**config.mk**
```make
export PLATFORM = sky130hd
export DESIGN_NAME = exu_mul_wb_buf
export DESIGN_NICKNAME = d
export VERILOG_FILES = /design/src/rtl/exu_mul_wb_buf.sv
export SDC_FILE = /design/constraint.sdc
export NUM_CORES = 1
export LEC_CHECK = 0
export ABC_CLOCK_PERIOD_IN_PS = 1800
export CAP_MARGIN = 20
export CORE_MARGIN = 5
export CORE_UTILIZATION = 50
export DETAILED_ROUTE_END_ITERATION = 6
export PLACE_DENSITY = 0.76
export SETUP_SLACK_MARGIN = 0.2
export SYNTH_ARGS = -nofsm -noshare
export SYNTH_HDL_FRONTEND = slang
export SYNTH_SLANG_ARGS = --single-unit
```
**constraint.sdc**
```tcl
create_clock -name clk -period 1.8 [get_ports clk]
set_input_delay 0.36 -clock clk [delete_from_list [all_inputs] [get_ports clk]]
set_output_delay 0.36 -clock clk [all_outputs]
set_load 0.1 [all_outputs]
```
**src/rtl/exu_mul_wb_buf.sv**
```systemverilog
// rtl/exu_mul_wb_buf.sv - multiplier E3 result FIFO with writeback handshake and issue credits
module exu_mul_wb_buf #(
    parameter int  DEPTH = 4,
    localparam int CW    = $clog2(DEPTH + 1)
) (
    input  logic          clk,
    input  logic          rst_l,
    input  logic          freeze,
    input  logic          mul_issue,
    input  logic          mul_valid_e3,
    input  logic [4:0]    mul_rd_e3,
    input  logic [31:0]   mul_result_e3,
    input  logic          wb_ready,
    output logic          wb_valid,
    output logic [4:0]    wb_rd,
    output logic [31:0]   wb_data,
    output logic          mul_stall,
    output logic [CW-1:0] credits,
    output logic          overflow_err
);

    localparam int PW = (DEPTH > 1) ? $clog2(DEPTH) : 1;

    logic [PW-1:0] wr_ptr;
    logic [PW-1:0] rd_ptr;
    logic [CW-1:0] count;
    logic [4:0]    rd_mem   [DEPTH];
    logic [31:0]   data_mem [DEPTH];

    logic empty;
    logic full;
    logic push;
    logic pop;
    logic issue;
    logic push_ok;
    logic push_drop;
    logic credit_err;

    function automatic logic [PW-1:0] ptr_inc(input logic [PW-1:0] p);
        ptr_inc = (p == PW'(DEPTH - 1)) ? '0 : p + 1'b1;
    endfunction

    assign empty = (count == '0);
    assign full  = (count == CW'(DEPTH));

    // Freeze gates every event at its source, so the state update below needs no freeze term.
    assign push  = mul_valid_e3 & ~freeze;
    assign issue = mul_issue & ~freeze;
    assign pop   = wb_valid & wb_ready;

    // At full, a concurrent pop frees the head slot, which is exactly where wr_ptr points.
    assign push_ok    = push & (~full | pop);
    assign push_drop  = push & full & ~pop;
    assign credit_err = issue & (credits == '0) & ~pop;

    assign wb_valid  = ~empty & ~freeze;
    assign wb_rd     = rd_mem[rd_ptr];
    assign wb_data   = data_mem[rd_ptr];
    assign mul_stall = (credits == '0);

    always_ff @(posedge clk or negedge rst_l) begin
        if (!rst_l) begin
            wr_ptr       <= '0;
            rd_ptr       <= '0;
            count        <= '0;
            credits      <= CW'(DEPTH);
            overflow_err <= 1'b0;
            for (int i = 0; i < DEPTH; i++) begin
                rd_mem[i]   <= '0;
                data_mem[i] <= '0;
            end
        end else begin
            if (push_ok) begin
                rd_mem[wr_ptr]   <= mul_rd_e3;
                data_mem[wr_ptr] <= mul_result_e3;
                wr_ptr           <= ptr_inc(wr_ptr);
            end
            if (pop) begin
                rd_ptr <= ptr_inc(rd_ptr);
            end
            case ({push_ok, pop})
                2'b10:   count <= count + 1'b1;
                2'b01:   count <= count - 1'b1;
                default: count <= count;
            endcase
            // Credits saturate at both ends; an issue with no credit left is flagged below.
            case ({issue, pop})
                2'b10: if (credits != '0) credits <= credits - 1'b1;
                2'b01: if (credits != CW'(DEPTH)) credits <= credits + 1'b1;
                default: credits <= credits;
            endcase
            if (push_drop | credit_err) begin
                overflow_err <= 1'b1;
            end
        end
    end

endmodule

```
# After elaboration in Yosys (flattened, before gate mapping)
# Index checks and enable logic that the tools add are counted.
dict set report word_totals {
  regBits 159
  word_cells 74
}
dict set report op_classes {
  n_addsub 6
  magnitude_cmp 3
  eq_ne 10
  muxes 18
  n_bitwise 17
  n_reduce_logical 7
}
# cell n
set ops {}
lappend ops {{$bwmux W128} 1}
lappend ops {{$mux W32} 3}
lappend ops {{$bmux W32 S2} 1}
lappend ops {{$demux W32 S2} 1}
lappend ops {{$bwmux W20} 1}
lappend ops {{$mux W5} 3}
lappend ops {{$pmux W3 S2} 2}
lappend ops {{$bmux W5 S2} 1}
lappend ops {{$demux W5 S2} 1}
lappend ops {{$and A1 B1 Y1} 9}
lappend ops {{$eq A2 B2 Y1 const B} 4}
lappend ops {{$add A3 B1 Y3 const B} 2}
lappend ops {{$ge A3 B3 Y1 const B} 2}
lappend ops {{$logic_not A3 Y1} 2}
lappend ops {{$mux W3} 2}
lappend ops {{$not A2 Y3} 2}
lappend ops {{$sub A3 B1 Y3 const B} 2}
lappend ops {{$add A2 B1 Y2 const B} 2}
lappend ops {{$eq A2 B1 Y1 const B} 2}
lappend ops {{$mux W2} 2}
lappend ops {{$ne A2 B2 Y1 const B} 2}
lappend ops {{$not A1 Y1} 4}
lappend ops {{$reduce_bool A2 Y1} 2}
lappend ops {{$eq A3 B3 Y1 const B} 1}
lappend ops {{6 further kinds} 7}

# Depth between registers and ports, before layout
dict set report logic_depth {
  word_depth 8
  depth_mapped 7
  depth_no_buf 7
}

# Worst setup path after synthesis
# No wires, ideal clock.
dict set report synth_path {
  path_type {register to register}
  startpoint {register credits[1]}
  endpoint {register overflow_err}
  arrival_time_ns 3.562
  required_ns 1.715
  slack_ns -1.847
  path_stages_with_launch 4
  path_buffers 0
  path_cell_list {dfrtp_1 -> nor3_1 -> a32oi_1 -> o21bai_1}
}
dict set report synth_between {
  elab_chain_len 4
}
# item line
set synth_rtl {}
lappend synth_rtl {{start: declaration} 18} ;# output logic [CW-1:0] credits,
lappend synth_rtl {{start signal: assignment} 66} ;# credits <= CW'(DEPTH);
lappend synth_rtl {{start signal: assignment} 88} ;# 2'b10: if (credits != '0) credits <= credits - 1'b1;
lappend synth_rtl {{start signal: assignment} 89} ;# 2'b01: if (credits != CW'(DEPTH)) credits <= credits + 1'b1;
lappend synth_rtl {{$logic_not A3 Y1} n/a}
lappend synth_rtl {{named net mul_stall} 17} ;# output logic mul_stall,
lappend synth_rtl {{$and A1 B1 Y1 (2 in series)} 54} ;# assign credit_err = issue & (credits == '0) & ~pop;
lappend synth_rtl {{$or A1 B1 Y1} 92} ;# if (push_drop | credit_err) begin
lappend synth_rtl {{end signal: assignment} 67} ;# overflow_err <= 1'b0;
lappend synth_rtl {{end signal: assignment} 93} ;# overflow_err <= 1'b1;
lappend synth_rtl {{end: declaration} 19} ;# output logic overflow_err
# The timed path passes the listed nets, and every way through them passes these cells.
# A chain may end at the register's enable or synchronous reset.

# Worst setup path in the final report
dict set report layout_path {
  startpoint {register rd_ptr[0]}
  endpoint {output port wb_rd[3]}
}
dict set report layout_between {
  elab_chain_len 4
}
# item line
set layout_rtl {}
lappend layout_rtl {{start: declaration} 25} ;# logic [PW-1:0] rd_ptr;
lappend layout_rtl {{start signal: assignment} 79} ;# rd_ptr <= ptr_inc(rd_ptr);
lappend layout_rtl {{$not A2 Y3 (not written as such)} 57} ;# assign wb_rd = rd_mem[rd_ptr];
lappend layout_rtl {{$bmux W5 S2} 57}
lappend layout_rtl {{$mux W5 (not written as such) (2 in series)} 57}
lappend layout_rtl {{end: declaration} 15} ;# output logic [4:0] wb_rd,
# No other way between the ends. The select of a mux whose other input is x is not followed.

==> impl_metrics.toml <==
[global_route]
grt_pass1_vias = 5083
gr-usage-all-layers_pct = 23.5
grt_max_degree = 47
antenna_found_initial = 0
grt-ovfl-total = 0
grt_pass1_wl_um = 29600

[floorplanning]
start_util_pct = 51.5
ios = 86
die_w_um = 130
fp.dieH_um = 130
core_um2 = 14000
rows = 43
dieArea_um2 = 16900

[place]
numPortBuffers = 85
place_hpwl_um = 10200
preCtsSetupSlack_ns = -0.605
place_inst = 711
routabilityCongestion = 0.763

[timing]
fin_skew_ns = 0.0123
setup_viol = 189
min_period_ns = 2.23
timing_worst_slew_pin_value_ns = 0.347
fin_crit_sh_pct = 124
finalMaxSlewViolations = 0
relSlewSlack_pct = 76.9
setup_ws_ns = -0.428
hold_violations = 0
rsz0062_at_grt = "yes"
max_freq_mhz = 449

[synthesis]
synth_top_area_share_pct = 54.9
avgSynthCellArea_um2 = 16.7
syn_inst = 430
synthTopCellsByCount = "158 x dfrtp_1, 129 x mux2_2, 37 x mux4_2"
synth.most_common_cell = "dfrtp_1"
ys_ff_latch = 159
synth_nets = 480
synth_cell_types = 35
yosysWarnings = 0
ys_top_cells_by_area = "dfrtp_1 55%, mux2_2 20%, mux4_2 12%"
synth_ff_type = "dfrtp_1"
synth_top_cell_by_area = "dfrtp_1"
synth_edf_count = 0
yosysSeqAreaShare_pct = 55.3
synth_async_sr_flop_share_pct = 100
synthesis.area_um2 = 7200

[cells_and_area]
fin_nets = 642
regArea_um2 = 3990
drive_gt1_share_pct = 61.5
finalNonFillerCells = 785
utilization_pct = 79.3
fillers = 690
multi_input_area_um2 = 3680
n_antenna_cell = 0
syn2layout_area_growth_pct = 54.1

[drt]
vias_per_cell = 5.67
wl_um = 19300
wl_per_cell_um = 24.5
route.detailed.drc = 0
drt_iter0_markers = 298
vias = 4454
dr.pass1.iters = 4
ant_nets = 0

[clock_tree]
htree_num_levels = 4
cts_root_buf = "clkbuf_16"
clk_pin_slew_ns = 0.06
cts_tree = "built"
clk_path_buf_depth = 2
cts_buffers = 17
clkSinkCount = 159
clk_latency_ns = 0.43

[run]
maxCapViolations = 0

[critical_path]
crit_required_ns = 1.44
r2r_cells = 7
crit_type = "register to primary output"
cp.arrival_ns = 1.87
crit_path_start_kind = "register"
cp-end-kind = "primary output"
path_max_fanout = 16

[outcome]
status = "finished, violations left"
violations = "negative setup slack"

[worst_hold_path]
hold_class = "input pin to asynchronous set/reset pin"
==> logic make-up after synthesis <==
logic type | synth area share, %
and+or+nand+nor | 2.36
AOI/OAI and AO/OA | 1.84
muxes | 35.7
buffers and inverters | 2.76
xor gates and xnor gates | 0.608
DFF | 55.3
adders and majority gates | 1.43
==> worst max-delay path, stage by stage, from the launching register on <==
cell,delay (ns)
dfrtp_2,0.45
buf_12,0.20
mux4_2,0.58
buf_12,0.20
==> layout by cell type, fill, tap and decap left out, types with 8 or more instances in the layout <==
master,Yosys,final
buf_12,0,67
buf_6,12,20
mux2_4,10,148
buf_16,0,10
buf_4,0,19
buf_8,0,8
clkdlybuf4s50_1,0,40
dfrtp_1,158,152
clkbuf_16,0,17
mux4_2,37,37
==> through the flow <==
step / setup TNS, ns / hold WS, ns / area, µm²
after detailed placement: -78.80 / 0.281 / 9010
final: -37.72 / 0.395 / 11100
after global routing: -44.64 / 0.417 / 11100
after global placement: -72.80 / 0.278 / 9010
after floorplan: -1.60 / 0.0644 / 7270
after CTS: -16.90 / 0.401 / 10900
==> registers in the layout, summed over array words and instances, names as in the netlist <==
| register | flops |
|---|---|
| rd_ptr | 2 |
| wr_ptr | 2 |
| rd_mem | 20 |
| overflow_err | 1 |
| data_mem | 128 |
| credits | 3 |
| count | 3 |
==> cell type report <==
class / instances / share of cell area [%]
multi-input combinational: 243 / 33.2
inverter: 5 / 0.169
tap: 180 / 2.03
clock inverter: 12 / 1.65
clock buffer: 20 / 4.21
timing repair buffer: 166 / 22.8
sequential: 159 / 36.0
==> worst paths after layout <==
| kind | startpoint | endpoint | slack (ns) |
|---|---|---|---|
| min | rst_l | data_mem[99]$_DFFE_PN0P_ | 0.39 |
| max | rd_ptr[0]$_DFFE_PN0P_ | wb_rd[3] | -0.43 |
| min in group clk | data_mem[97]$_DFFE_PN0P_ | data_mem[97]$_DFFE_PN0P_ | 0.51 |
| max in group asynchronous | rst_l | data_mem[116]$_DFFE_PN0P_ | 0.76 |
| max reg2reg | count[2]$_DFFE_PN0P_ | count[2]$_DFFE_PN0P_ | -0.23 |
| min reg2reg | data_mem[97]$_DFFE_PN0P_ | data_mem[97]$_DFFE_PN0P_ | 0.51 |
==> what timing repair did <==
item / CTS / global route
hold buffers: 1 / 0
cloned: 10 / 0
hold endpoints to repair: 28 / 0
gates resized for setup: 191 / 21
pin swaps: 10 / 10
buffers inserted: 23 / 8
setup endpoints to repair: 191 / 197
==> layer usage <==
| layer | routed length (µm) | global-route usage, % |
|---|---|---|
| met5 | 0 | 0 |
| met3 | 757 | 5.69 |
| met4 | 306 | 8.37 |
| met2 | 9680 | 38.0 |
| met1 | 8510 | 31.2 |
Power is left out: the tool's default activity adds up to more than one toggle a clock period on the data nets, which glitch-free logic cannot reach.
